<file path="src/rtl/tdm_demux4.sv">
// Four-slot TDM receiver: aligns on sof, routes slot k to y[k], presents a whole frame at once.
// Optional TDM_DEMUX4_STRICT_SOF_EN: when defined, a slot-0 beat without sof drops lock.
module tdm_demux4 #(
  parameter int DATA_W = 1
) (
  input  logic                  clk,
  input  logic                  rst,
  input  logic [DATA_W-1:0]     din,
  input  logic                  din_valid,
  input  logic                  sof,
  output logic [4*DATA_W-1:0]   y,
  output logic                  frame_valid,
  output logic [1:0]            slot,
  output logic                  locked,
  output logic                  sync_err
);

  typedef enum logic {HUNT = 1'b0, LOCK = 1'b1} state_t;

  state_t              r_state;
  logic [1:0]          r_slot;
  logic [DATA_W-1:0]   r_stg [0:3];
  logic [4*DATA_W-1:0] r_y;
  logic                r_frame_valid;
  logic                r_sync_err;

  state_t              w_state_nxt;
  logic [1:0]          w_slot_nxt;
  logic                w_stg_we;
  logic [1:0]          w_stg_idx;
  logic                w_load_y;
  logic                w_err;

  always_comb begin
    w_state_nxt = r_state;
    w_slot_nxt  = r_slot;
    w_stg_we    = 1'b0;
    w_stg_idx   = 2'd0;
    w_load_y    = 1'b0;
    w_err       = 1'b0;
    if (din_valid) begin
      case (r_state)
        HUNT: begin
          if (sof) begin
            w_stg_we    = 1'b1;
            w_stg_idx   = 2'd0;
            w_slot_nxt  = 2'd1;
            w_state_nxt = LOCK;
          end
        end
        LOCK: begin
          if (sof && (r_slot != 2'd0)) begin
            // Early sof: drop the partial frame and realign on this beat.
            w_err      = 1'b1;
            w_stg_we   = 1'b1;
            w_stg_idx  = 2'd0;
            w_slot_nxt = 2'd1;
          end
`ifdef TDM_DEMUX4_STRICT_SOF_EN
          else if (!sof && (r_slot == 2'd0)) begin
            w_err       = 1'b1;
            w_slot_nxt  = 2'd0;
            w_state_nxt = HUNT;
          end
`endif
          else begin
            w_stg_we   = 1'b1;
            w_stg_idx  = r_slot;
            w_slot_nxt = r_slot + 2'd1;
            w_load_y   = (r_slot == 2'd3);
          end
        end
        default: w_state_nxt = HUNT;
      endcase
    end
  end

  always_ff @(posedge clk) begin
    if (rst) begin
      r_state       <= HUNT;
      r_slot        <= 2'd0;
      r_y           <= '0;
      r_frame_valid <= 1'b0;
      r_sync_err    <= 1'b0;
      for (int i = 0; i < 4; i++) r_stg[i] <= '0;
    end else begin
      r_state       <= w_state_nxt;
      r_slot        <= w_slot_nxt;
      r_frame_valid <= w_load_y;
      r_sync_err    <= w_err;
      if (w_stg_we) r_stg[w_stg_idx] <= din;
      // Slot 3 goes straight from din so the frame appears one cycle after its last beat.
      if (w_load_y) r_y <= {din, r_stg[2], r_stg[1], r_stg[0]};
    end
  end

  assign y           = r_y;
  assign frame_valid = r_frame_valid;
  assign slot        = r_slot;
  assign locked      = (r_state == LOCK);
  assign sync_err    = r_sync_err;

endmodule
</file>
<file path="config.mk">
export PLATFORM = sky130hd
export DESIGN_NAME = tdm_demux4
export DESIGN_NICKNAME = d
export VERILOG_FILES = /design/src/rtl/tdm_demux4.sv
export SDC_FILE = /design/constraint.sdc
export NUM_CORES = 1
export LEC_CHECK = 0
export ABC_AREA = 1
export CAP_MARGIN = 10
export CORE_AREA = 4 4 41 43
export DETAILED_ROUTE_END_ITERATION = 10
export DIE_AREA = 0 0 45 47
export DONT_BUFFER_PORTS = 1
export GPL_TIMING_DRIVEN = 0
export PLACE_DENSITY = 0.65
export SLEW_MARGIN = 20
export SYNTH_ARGS = -nofsm -noshare
export SYNTH_HDL_FRONTEND = slang
export SYNTH_SLANG_ARGS = --single-unit
</file>
<file path="constraint.sdc">
create_clock -name clk -period 3.6 [get_ports clk]
set_clock_uncertainty 0.15 [all_clocks]
set_input_delay 0.36 -clock clk [delete_from_list [all_inputs] [get_ports clk]]
set_output_delay 0.36 -clock clk [all_outputs]
set_load 0.03 [all_outputs]
</file>
* Yosys cells after proc, flatten, opt, wreduce, memory -nomap -nowiden
Memory sizes are Yosys's and may differ from the RTL's. A register that Yosys moved wholly into a read port is not among the register bits.
Index checks and enable logic that the tools add are counted.
** Word-level totals
- Register bits :: 9
- RAM bits :: 4
- Input port bits :: 5
- Output and inout port bits :: 9
- Word-level logic and storage cells :: 38
- Memories :: 1
** Memories
- r_stg :: depth 4, bits a word 1, read ports 3, clocked after Yosys merged registers in 3, write ports 4, RTL line 22 : logic [DATA_W-1:0] r_stg [0:3];
** Operators by class
- $add $sub $neg :: 1
- Equality and inequality tests :: 2
- Muxes and demuxes :: 22
- Bitwise gates (word level) :: 2
- Reduce and logical (&&, ||, !) cells :: 5
** Operator list (count)
- 1-bit 2-to-1 mux :: 14
- 2-bit 2-to-1 mux :: 5
- 2-bit case mux with 2 select lines :: 2
- 3-bit OR reduction :: 1
- 2-bit by 1-bit adder with 2-bit output (second input constant) :: 1
- 2-bit == test (second input constant) :: 1
- 2-bit != test (second input constant) :: 1
- 1-bit inverter :: 2
- 1-bit case mux with 2 select lines :: 1
- 2-bit AND reduction :: 1
- 2-bit nonzero test :: 1
- 1-bit logical AND :: 1
- 1-bit OR reduction :: 1

* Longest topological paths before layout
Gate-level depths: netlist (run 1).
- Depth after elaboration :: 8
- Mapped depth :: 8
- Gate-level depth less buffers :: 8

* Least setup slack after synthesis (run 1)
No wires, ideal clock.
- Path type :: register to register
- From :: register r_slot[0], in the netlist slot[0]
- To :: memory r_stg[2], enable pin
- Setup time :: 0.302 ns
- Data arrival time :: 1.293 ns
- Data required time :: 3.148 ns
- Setup slack :: 1.854 ns
- Stages on the path, launching flop included :: 8
- Path buffers :: 0
- Period minus slack after synthesis :: 1.746 ns
- Cells stage by stage :: dfxtp_1 -> inv_1 -> ha_1 -> inv_1 -> nand2_2 -> nand2_1 -> nand3_2 -> o21ai_1
** RTL lines
- start, declared :: RTL line 21 : logic [1:0] r_slot;
- start signal, assigned :: RTL line 88 : r_slot <= w_slot_nxt;
- end, declared :: RTL line 22

==> results.py, run 1 <==
metrics = {
    "global_routing": {
        "use_met3": 0.0345,
        "grt_max_degree": 10,
        "antenna_found_initial": 0,
        "grt_usage": 0.107,
        "grt_pass1_vias": 365,
        "gr-total-overflow": 0,
        "grtUsageMet1": 0.138,
        "grt_pass1_wl_um": 1550,
        "met2_usage": 0.144,
        "busiest_layer": "met2",
    },
    "clock_network": {
        "cts_max_path_buffers": 2,
        "cts_tree": "done",
        "cts_resized": 0,
        "root_buffer": "clkbuf_4",
        "clk_pin_slew_ps": 80,
        "cts.htree.levels": 1,
        "cts_made_buffers": 3,
        "clkLatencyLatePin_ps": 270,
        "cts_sinks": 12,
    },
    "place": {
        "place_area_sq_um": 571,
        "dpl.hpwl_um": 667,
        "place_ws_ps": 1720,
        "io_buffers": 0,
        "place.gp.congestion": 0.786,
    },
    "yosys": {
        "netlist_area_sq_um": 552,
        "ys_warn_count": 0,
        "synth-simple-area-share": 0.324,
        "synthCells": 68,
        "synth-xor-area-share": 0,
        "synth_mux_area_frac": 0,
        "ys_seq_area_frac": 0.490,
        "synth_area_per_cell_sq_um": 8.11,
        "synth_top_family_by_area": "simple AND/OR/NAND/NOR gates",
        "synth_compound_area_frac": 0.0499,
        "synth_seq_cells": 12,
        "syn-num-nets": 75,
        "synth.distinct_cells": 16,
        "synth-adder-area-share": 0.0454,
    },
    "timing": {
        "timing.final.ws_setup_ps": 1730,
        "finalMaxSlewViolations": 0,
        "max_slew_margin": 0.707,
        "fmax_ghz": 0.534,
        "worst_slew_pin_slew_ps": 439,
        "hold_viol": 0,
        "timing.final.crit_share": 0.520,
        "setup_viol": 0,
        "fin_tns_setup_ps": 0,
        "layout_min_cycle_time_ps": 1870,
        "rsz0062_at_grt": "no",
    },
    "power": {
        "p_leak_nw": 0.292,
        "pwr-share-clk": 0.339,
        "power.switching_mw": 0.0654,
        "swShare": 0.258,
        "combPwrFrac": 0.070,
        "vdd_drop_max_mv": 0.159,
        "internal_power_mw": 0.188,
        "power.density_mw_per_mm2": 417,
        "power.share.sequential": 0.590,
    },
    "worst_setup_path": {
        "rrSetupSlack_ps": 1730,
        "rr_endpoint": "r_stg[2]",
        "cp-start-kind": "flop",
        "worstSetupEndpointType": "flop",
        "max_stage_delay_ps": 560,
        "required_ps": 3440,
        "startpoint": "slot[0]",
        "path_buf_inv": 2,
        "rr_worst_depth": 7,
        "cp_top_family": "flip-flops",
        "path_depth": 7,
        "critPathArrivalTime_ps": 1710,
        "crit_type": "flop to flop",
        "path_common_cell": "inv_1",
        "endpoint": "r_stg[2]",
        "critPathMaxFanout": 5,
        "cp_slowest_cell": "dfxtp_1",
        "cp_cell_sequence": "inv_1 > ha_1 > inv_1 > nand2_2 > nand2_1 > nand3_2 > o21ai_1",
        "worstReg2RegStart": "slot[0]",
    },
    "detailed_routing": {
        "vias": 421,
        "antenna_left": 0,
        "avgRoutedWirePerCell_um": 10.5,
        "wirelength_um": 928,
        "dr.pass1.iters": 4,
        "dr.first_iter.drc_count": 5,
        "drcViolationCount": 0,
        "viasPerCell": 4.78,
    },
    "final_layout": {
        "final_nets": 81,
        "fill_cells": 133,
        "final_area_sq_um": 607,
        "syn_to_final_growth_pct": 9.98,
        "antenna_cells": 0,
        "final_layout_size_suffix_gt1_frac": 0.137,
    },
    "die": {
        "core_area_sq_mm": 0.00130,
        "ios": 14,
        "die-area_sq_mm": 0.00212,
        "fp.dieW_um": 45,
        "num_rows": 13,
        "dieHeight_um": 47,
        "initial_core_util": 0.424,
    },
    "run_status": {
        "status": "completed",
    },
    "min_path": {
        "hold_class": "input pin to flop",
    },
    "job": {
        "cap_violations": 0,
    },
}
[cells in the final DEF, fill, tap and decap left out]
cell	Yosys	routed
nand3_4	1	1
dfxtp_1	9	9
edfxtp_1	3	3
nand2_1	14	14
nand3_1	4	4
nand2_2	2	2
clkbuf_4	0	3
nor3_2	1	1
o31ai_1	1	1
clkinv_1	0	1
o21ai_1	1	1
ha_1	2	2
nor3_1	1	1
a21oi_1	3	3
dlygate4sd3_1	0	1
nand3_2	2	2
inv_1	12	12
nor2_1	11	11
clkinv_2	1	1
[cell usage after synthesis]
cell	n	share of area
clkinv_2	1	0.0091
o21ai_1	1	0.0091
nor3_1	1	0.0091
nand2_2	2	0.023
nand3_1	4	0.036
edfxtp_1	3	0.16
dfxtp_1	9	0.33
nand2_1	14	0.095
o31ai_1	1	0.014
inv_1	12	0.082
ha_1	2	0.045
nand3_4	1	0.032
nor2_1	11	0.075
nor3_2	1	0.018
a21oi_1	3	0.027
nand3_2	2	0.036
[power by group through the flow]
| stage | registers [mW] | clock network, mW | logic [mW] |
|---|---|---|---|
| final | 0.149 | 0.0858 | 0.0178 |
| after global routing | 0.150 | 0.0930 | 0.0205 |
| after CTS | 0.149 | 0.0892 | 0.0177 |
| after detailed placement | 0.153 | 0 | 0.0164 |
| after global placement | 0.153 | 0 | 0.0159 |
| after floorplan | 0.152 | 0 | 0.0138 |
[state kept, by name, indices dropped and copies added (netlist names)]
name / cells
locked: 1
slot: 2
sync_err: 1
y: 4
r_stg: 3
frame_valid: 1
[cell type report]
type	count	area, sq um	share of cell area
clock buffer	3	22.5	0.0371
clock inverter	1	3.75	0.00619
inverter	13	50.0	0.0825
multi-input combinational	43	231	0.381
sequential	12	270	0.445
tap	15	18.8	0.0309
timing repair buffer	1	10.0	0.0165
[worst register-to-register path: stages, from the launching register on]
cell	delay [ps]
dfxtp_1	560
inv_1	120
ha_1	210
inv_1	60
nand2_2	100
nand2_1	140
nand3_2	100
o21ai_1	150
[routing by layer]
metal  routed length [um]  share of wire
met5                    0              0
met1                  433           0.47
met3                   57          0.061
met2                  417           0.45
met4                   20          0.022
[kinds of logic (layout without fill, tap and decap cells)]
| family | after synthesis | count (layout) |
|---|---|---|
| AO/OA/AOI/OAI | 5 | 5 |
| adder cells (fa/ha/maj) | 2 | 2 |
| buffers and inverters | 13 | 18 |
| AND/OR/NAND/NOR | 36 | 36 |
| flip-flops | 12 | 12 |
[worst min path at each step]
stage,from,endpoint,slack [ps],depth (start not counted)
floorplan,rst,locked,280,1
global route,rst,sync_err,4,1
detailed placement,rst,slot[1],280,1
finish,rst,sync_err,10,1
global placement,rst,locked,280,1
CTS,rst,sync_err,4,1
[through the flow]
| stage | hold slack [ps] | power (mW) | std cells | util |
|---|---|---|---|---|
| 2_1_floorplan | 279 | 0.166 | 68 | - |
| 5_1_grt | 4.13 | 0.263 | 88 | 0.466 |
| 4_1_cts | 3.86 | 0.256 | 88 | 0.466 |
| 3_5_place_dp | 281 | 0.169 | 83 | 0.438 |
| 6_report | 14.7 | 0.253 | 88 | 0.466 |
| 3_3_place_gp | 281 | 0.169 | 83 | 0.438 |
[timing repair]
| action | in CTS | in global routing |
|---|---|---|
| endpoints found under the hold margin | 3 | 0 |
| hold buffers | 1 | 0 |
| setup buffers | 0 | 0 |
Power figures use the tool's default switching activity.
==> run 2: changes to the inputs <==
clock period = 1.85 ns   (was 3.6 ns; I/O delays follow)
==> results.py, run 2 (same netlist as run 1, synthesis figures left out) <==
metrics = {
    "run_status": {
        "status": "completed",
    },
    "worst_setup_path": {
        "cp_top_family": "flip-flops",
        "critPathMaxFanout": 5,
        "worstSetupEndpointType": "flop",
        "path_buf_inv": 2,
        "max_stage_delay_ps": 450,
        "cp-start-kind": "flop",
        "cp_cell_sequence": "inv_1 > ha_1 > inv_1 > nand2_2 > nand2_1 > nand3_2 > o21ai_1",
        "critPathArrivalTime_ps": 1570,
        "path_common_cell": "inv_1",
        "crit_type": "flop to flop",
        "required_ps": 1690,
        "cp_slowest_cell": "dfxtp_2",
    },
    "final_layout": {
        "final_area_sq_um": 649,
        "fin_cells": 92,
        "largest_reg_flops": 4,
        "final_layout_size_suffix_gt1_frac": 0.156,
        "multi_input_area_sq_um": 231,
        "final_common_cell": "nand2_1",
        "final_nets": 85,
        "fill_cells": 131,
        "layout_common_cells": "nand2_1, inv_1, nor2_1",
        "syn_to_final_growth_pct": 17.7,
        "regArea_sq_um": 273,
        "antenna_cells": 0,
    },
    "timing": {
        "hold_viol": 0,
        "worst_slew_pin_slew_ps": 410,
        "rsz0062_at_grt": "no",
        "timing.final.ws_setup_ps": 120,
        "layout_min_cycle_time_ps": 1730,
        "timing.final.crit_share": 0.935,
        "fmax_ghz": 0.578,
        "finalMaxSlewViolations": 0,
        "setup_viol": 0,
        "max_slew_margin": 0.727,
    },
    "global_routing": {
        "gr-total-overflow": 0,
        "grt_max_degree": 10,
        "grt_pass1_vias": 405,
        "grt_usage": 0.114,
        "antenna_found_initial": 0,
        "grt_pass1_wl_um": 1670,
    },
    "place": {
        "io_buffers": 0,
        "place_area_sq_um": 571,
        "place.gp.congestion": 0.786,
        "place_ws_ps": -25.9,
        "place_inst": 83,
        "dpl.hpwl_um": 667,
    },
    "clock_network": {
        "cts_max_path_buffers": 2,
        "clk_pin_slew_ps": 80,
        "cts_made_buffers": 3,
        "cts_sinks": 12,
        "clkLatencyLatePin_ps": 270,
        "root_buffer": "clkbuf_4",
        "cts_tree": "done",
        "cts.htree.levels": 1,
    },
    "detailed_routing": {
        "drcViolationCount": 0,
        "avgRoutedWirePerCell_um": 10.5,
        "dr.pass1.iters": 4,
        "viasPerCell": 4.73,
        "wirelength_um": 969,
        "antenna_left": 0,
        "vias": 435,
        "dr.first_iter.drc_count": 3,
    },
    "power": {
        "fin_total_pwr_mw": 0.501,
        "vdd_drop_max_mv": 0.317,
        "power.density_mw_per_mm2": 772,
        "p_leak_nw": 0.308,
    },
    "die": {
        "core_area_sq_mm": 0.00130,
        "die-area_sq_mm": 0.00212,
        "fp.dieW_um": 45,
        "num_rows": 13,
        "ios": 14,
        "dieHeight_um": 47,
        "initial_core_util": 0.424,
    },
    "min_path": {
        "hold_class": "input pin to flop",
    },
    "job": {
        "cap_violations": 0,
    },
}
run 2: changes by cell type in the layout (fill, tap and decap cells not counted):
cell,previous run,this run
dfxtp_1,9,7
dfxtp_2,0,2
dlygate4sd3_1,1,5
run 2: layer usage:
metal,vias to the layer above,part of all wire,global-route usage
li1,229,-,-
met2,10,0.45,0.164
met1,194,0.46,0.138
met3,2,0.067,0.0383
met4,0,0.021,0.0936
met5,-,0,0
run 2: power breakdown:
part	switching, mW	internal (mW)
Sequential	0.0147	0.277
Combinational	0.0262	0.0166
Clock	0.0888	0.0780
run 2: cell type report:
cell class                 count  area share
sequential                    12       0.420
tap                           15      0.0289
clock inverter                 1     0.00578
multi-input combinational     43       0.356
timing repair buffer           5      0.0771
clock buffer                   3      0.0347
inverter                      13      0.0771
run 2: repair_timing:
item / in CTS / in global routing
buffers inserted: 0 / 0
hold endpoints to repair: 6 / 0
hold buffers: 5 / 0
gates resized for setup: 2 / 0
setup endpoints to repair: 1 / 0
run 2: worst register-to-register path, delay by kind of cell, from the launching register on:
family / cells / cell delay [ps]
and+or+nand+nor: 3 / 350
adders and majority gates: 1 / 200
AOI/OAI and AO/OA: 1 / 150
DFF: 1 / 450
buffers and inverters: 2 / 150
run 2: path summary, 6_finish.rpt:
check,from,to,slack (ps),cells past startpoint
setup / recovery,slot[0],r_stg[2],120,7
hold / removal,din,r_stg[1],10,2
setup reg to reg,slot[0],r_stg[2],120,7
hold reg to reg,r_stg[1],y[1],330,2
run 2: metrics by stage:
step                      hold slack, ps  utilization  setup TNS [ps]
after global placement               106        0.438               0
after CTS                           9.97        0.499               0
after detailed placement             106        0.438           -25.9
final                               14.2        0.499               0
after floorplan                      104            -               0
after global routing                23.0        0.499               0
==> run 3: changes to the inputs <==
CTS_CLUSTER_SIZE = 14   (was unset)
clock period = 1.65 ns   (was 1.85 ns; I/O delays follow)
==> results.py, run 3 (same netlist as run 1, synthesis figures left out) <==
metrics = {
    "run_status": {
        "status": "completed",
    },
    "global_routing": {
        "gr-total-overflow": 0,
        "antenna_found_initial": 0,
        "grt_pass1_wl_um": 1660,
        "grt_max_degree": 10,
        "grt_usage": 0.112,
        "grt_pass1_vias": 401,
    },
    "place": {
        "place.gp.congestion": 0.775,
        "place_inst": 83,
        "io_buffers": 0,
        "dpl.hpwl_um": 667,
    },
    "worst_setup_path": {
        "cp_cell_sequence": "nand2_2 > a21oi_1 > nand3_1 > nand2_1",
        "path_depth": 4,
        "crit_type": "flop to flop",
        "endpoint": "r_stg[0]",
        "worstReg2RegStart": "locked",
        "worstSetupEndpointType": "flop",
        "rrSetupSlack_ps": 50,
        "rr_endpoint": "r_stg[0]",
        "path_buf_inv": 0,
        "cp_top_family": "flip-flops",
        "cp_slowest_cell": "dfxtp_1",
        "rr_worst_depth": 4,
        "required_ps": 1500,
        "startpoint": "locked",
        "critPathArrivalTime_ps": 1440,
        "max_stage_delay_ps": 580,
        "cp-start-kind": "flop",
        "critPathMaxFanout": 5,
    },
    "timing": {
        "finalMaxSlewViolations": 0,
        "fin_tns_setup_ps": 0,
        "layout_min_cycle_time_ps": 1600,
        "worst_slew_pin_slew_ps": 420,
        "fmax_ghz": 0.626,
        "timing.final.crit_share": 0.968,
        "hold_viol": 0,
        "max_slew_margin": 0.719,
        "timing.hold.ws_ps": 33.9,
        "setup_viol": 0,
    },
    "power": {
        "pwr-share-clk": 0.322,
        "swShare": 0.263,
        "internal_power_mw": 0.420,
        "power.share.sequential": 0.571,
        "p_leak_nw": 0.322,
        "power.switching_mw": 0.150,
        "power.density_mw_per_mm2": 823,
        "combPwrFrac": 0.108,
        "vdd_drop_max_mv": 0.475,
    },
    "final_layout": {
        "antenna_cells": 0,
        "final_layout_size_suffix_gt1_frac": 0.218,
        "largest_reg_flops": 4,
        "layout_common_cells": "nand2_1, nor2_1, inv_1",
        "final_nets": 86,
        "final_common_cell": "nand2_1",
        "fill_cells": 126,
        "fin_cells": 93,
        "regArea_sq_um": 278,
        "multi_input_area_sq_um": 263,
        "syn_to_final_growth_pct": 25.6,
    },
    "clock_network": {
        "clkLatencyLatePin_ps": 270,
        "cts_tree": "done",
        "cts.htree.levels": 1,
        "cts_made_buffers": 3,
        "root_buffer": "clkbuf_4",
        "clk_pin_slew_ps": 80,
        "cts_sinks": 12,
        "cts_max_path_buffers": 2,
    },
    "die": {
        "fp.dieW_um": 45,
        "dieHeight_um": 47,
        "die-area_sq_mm": 0.00212,
        "core_area_sq_mm": 0.00130,
        "num_rows": 13,
        "ios": 14,
        "initial_core_util": 0.424,
    },
    "detailed_routing": {
        "vias": 454,
        "antenna_left": 0,
        "avgRoutedWirePerCell_um": 11.1,
        "drcViolationCount": 0,
        "dr.pass1.iters": 4,
        "wirelength_um": 1040,
        "dr.first_iter.drc_count": 7,
        "viasPerCell": 4.88,
    },
    "job": {
        "cap_violations": 0,
    },
    "min_path": {
        "hold_class": "input pin to flop",
    },
}
## run 3: what timing repair did
item / in CTS / in global routing
pin swaps: 0 / 3
cloned: 0 / 0
setup endpoints to repair: 2 / 3
setup buffers: 0 / 1
hold endpoints to repair: 7 / 0
hold buffers: 5 / 0
resized for setup: 4 / 6
## run 3: worst register-to-register path: stages, from the launching register on
cell and delay [ps]:
dfxtp_1 580, nand2_2 170, a21oi_1 210, nand3_1 130
nand2_1 90
## run 3: how the worst min path moves through the flow
stage          start       to  slack, ps  cells after the start
6_report         rst     y[2]         30                      3
5_1_grt          sof  slot[1]         40                      3
4_1_cts          sof  slot[1]         10                      3
3_5_place_dp     rst  slot[1]         80                      1
3_3_place_gp     rst  slot[1]         80                      1
2_1_floorplan    rst  slot[1]         80                      1
## run 3: cell type report
type / instances / area share
Inverter: 13 / 0.0722
Multi-Input combinational cell: 43 / 0.379
Clock buffer: 3 / 0.0325
Tap cell: 15 / 0.0271
Clock inverter: 1 / 0.00542
Sequential cell: 12 / 0.401
Timing Repair Buffer: 6 / 0.0830
## run 3: power by group through the flow
stage	clock network [mW]	registers, mW	logic, mW
floorplan	0	0.332	0.0301
global route	0.202	0.327	0.0681
global placement	0	0.333	0.0354
detailed placement	0	0.334	0.0362
finish	0.183	0.326	0.0614
CTS	0.190	0.325	0.0492
## run 3: routing by layer
| layer | vias to the layer above | wire length [um] | share of wire | global-route usage |
|---|---|---|---|---|
| met2 | 15 | 495 | 0.48 | 0.169 |
| met5 | - | 0 | 0 | 0 |
| met1 | 197 | 429 | 0.41 | 0.124 |
| met3 | 6 | 50 | 0.048 | 0.0383 |
| li1 | 236 | - | - | - |
| met4 | 0 | 60 | 0.058 | 0.0994 |
## run 3: stage by stage
step,area [sq um],util,power (mW),setup slack [ps]
after detailed placement,573,0.440,0.370,-93.8
after CTS,661,0.508,0.565,12.7
after global routing,693,0.533,0.597,-22.8
after global placement,573,0.440,0.369,-62.6
final,693,0.533,0.570,53.1
after floorplan,554,-,0.362,33.2
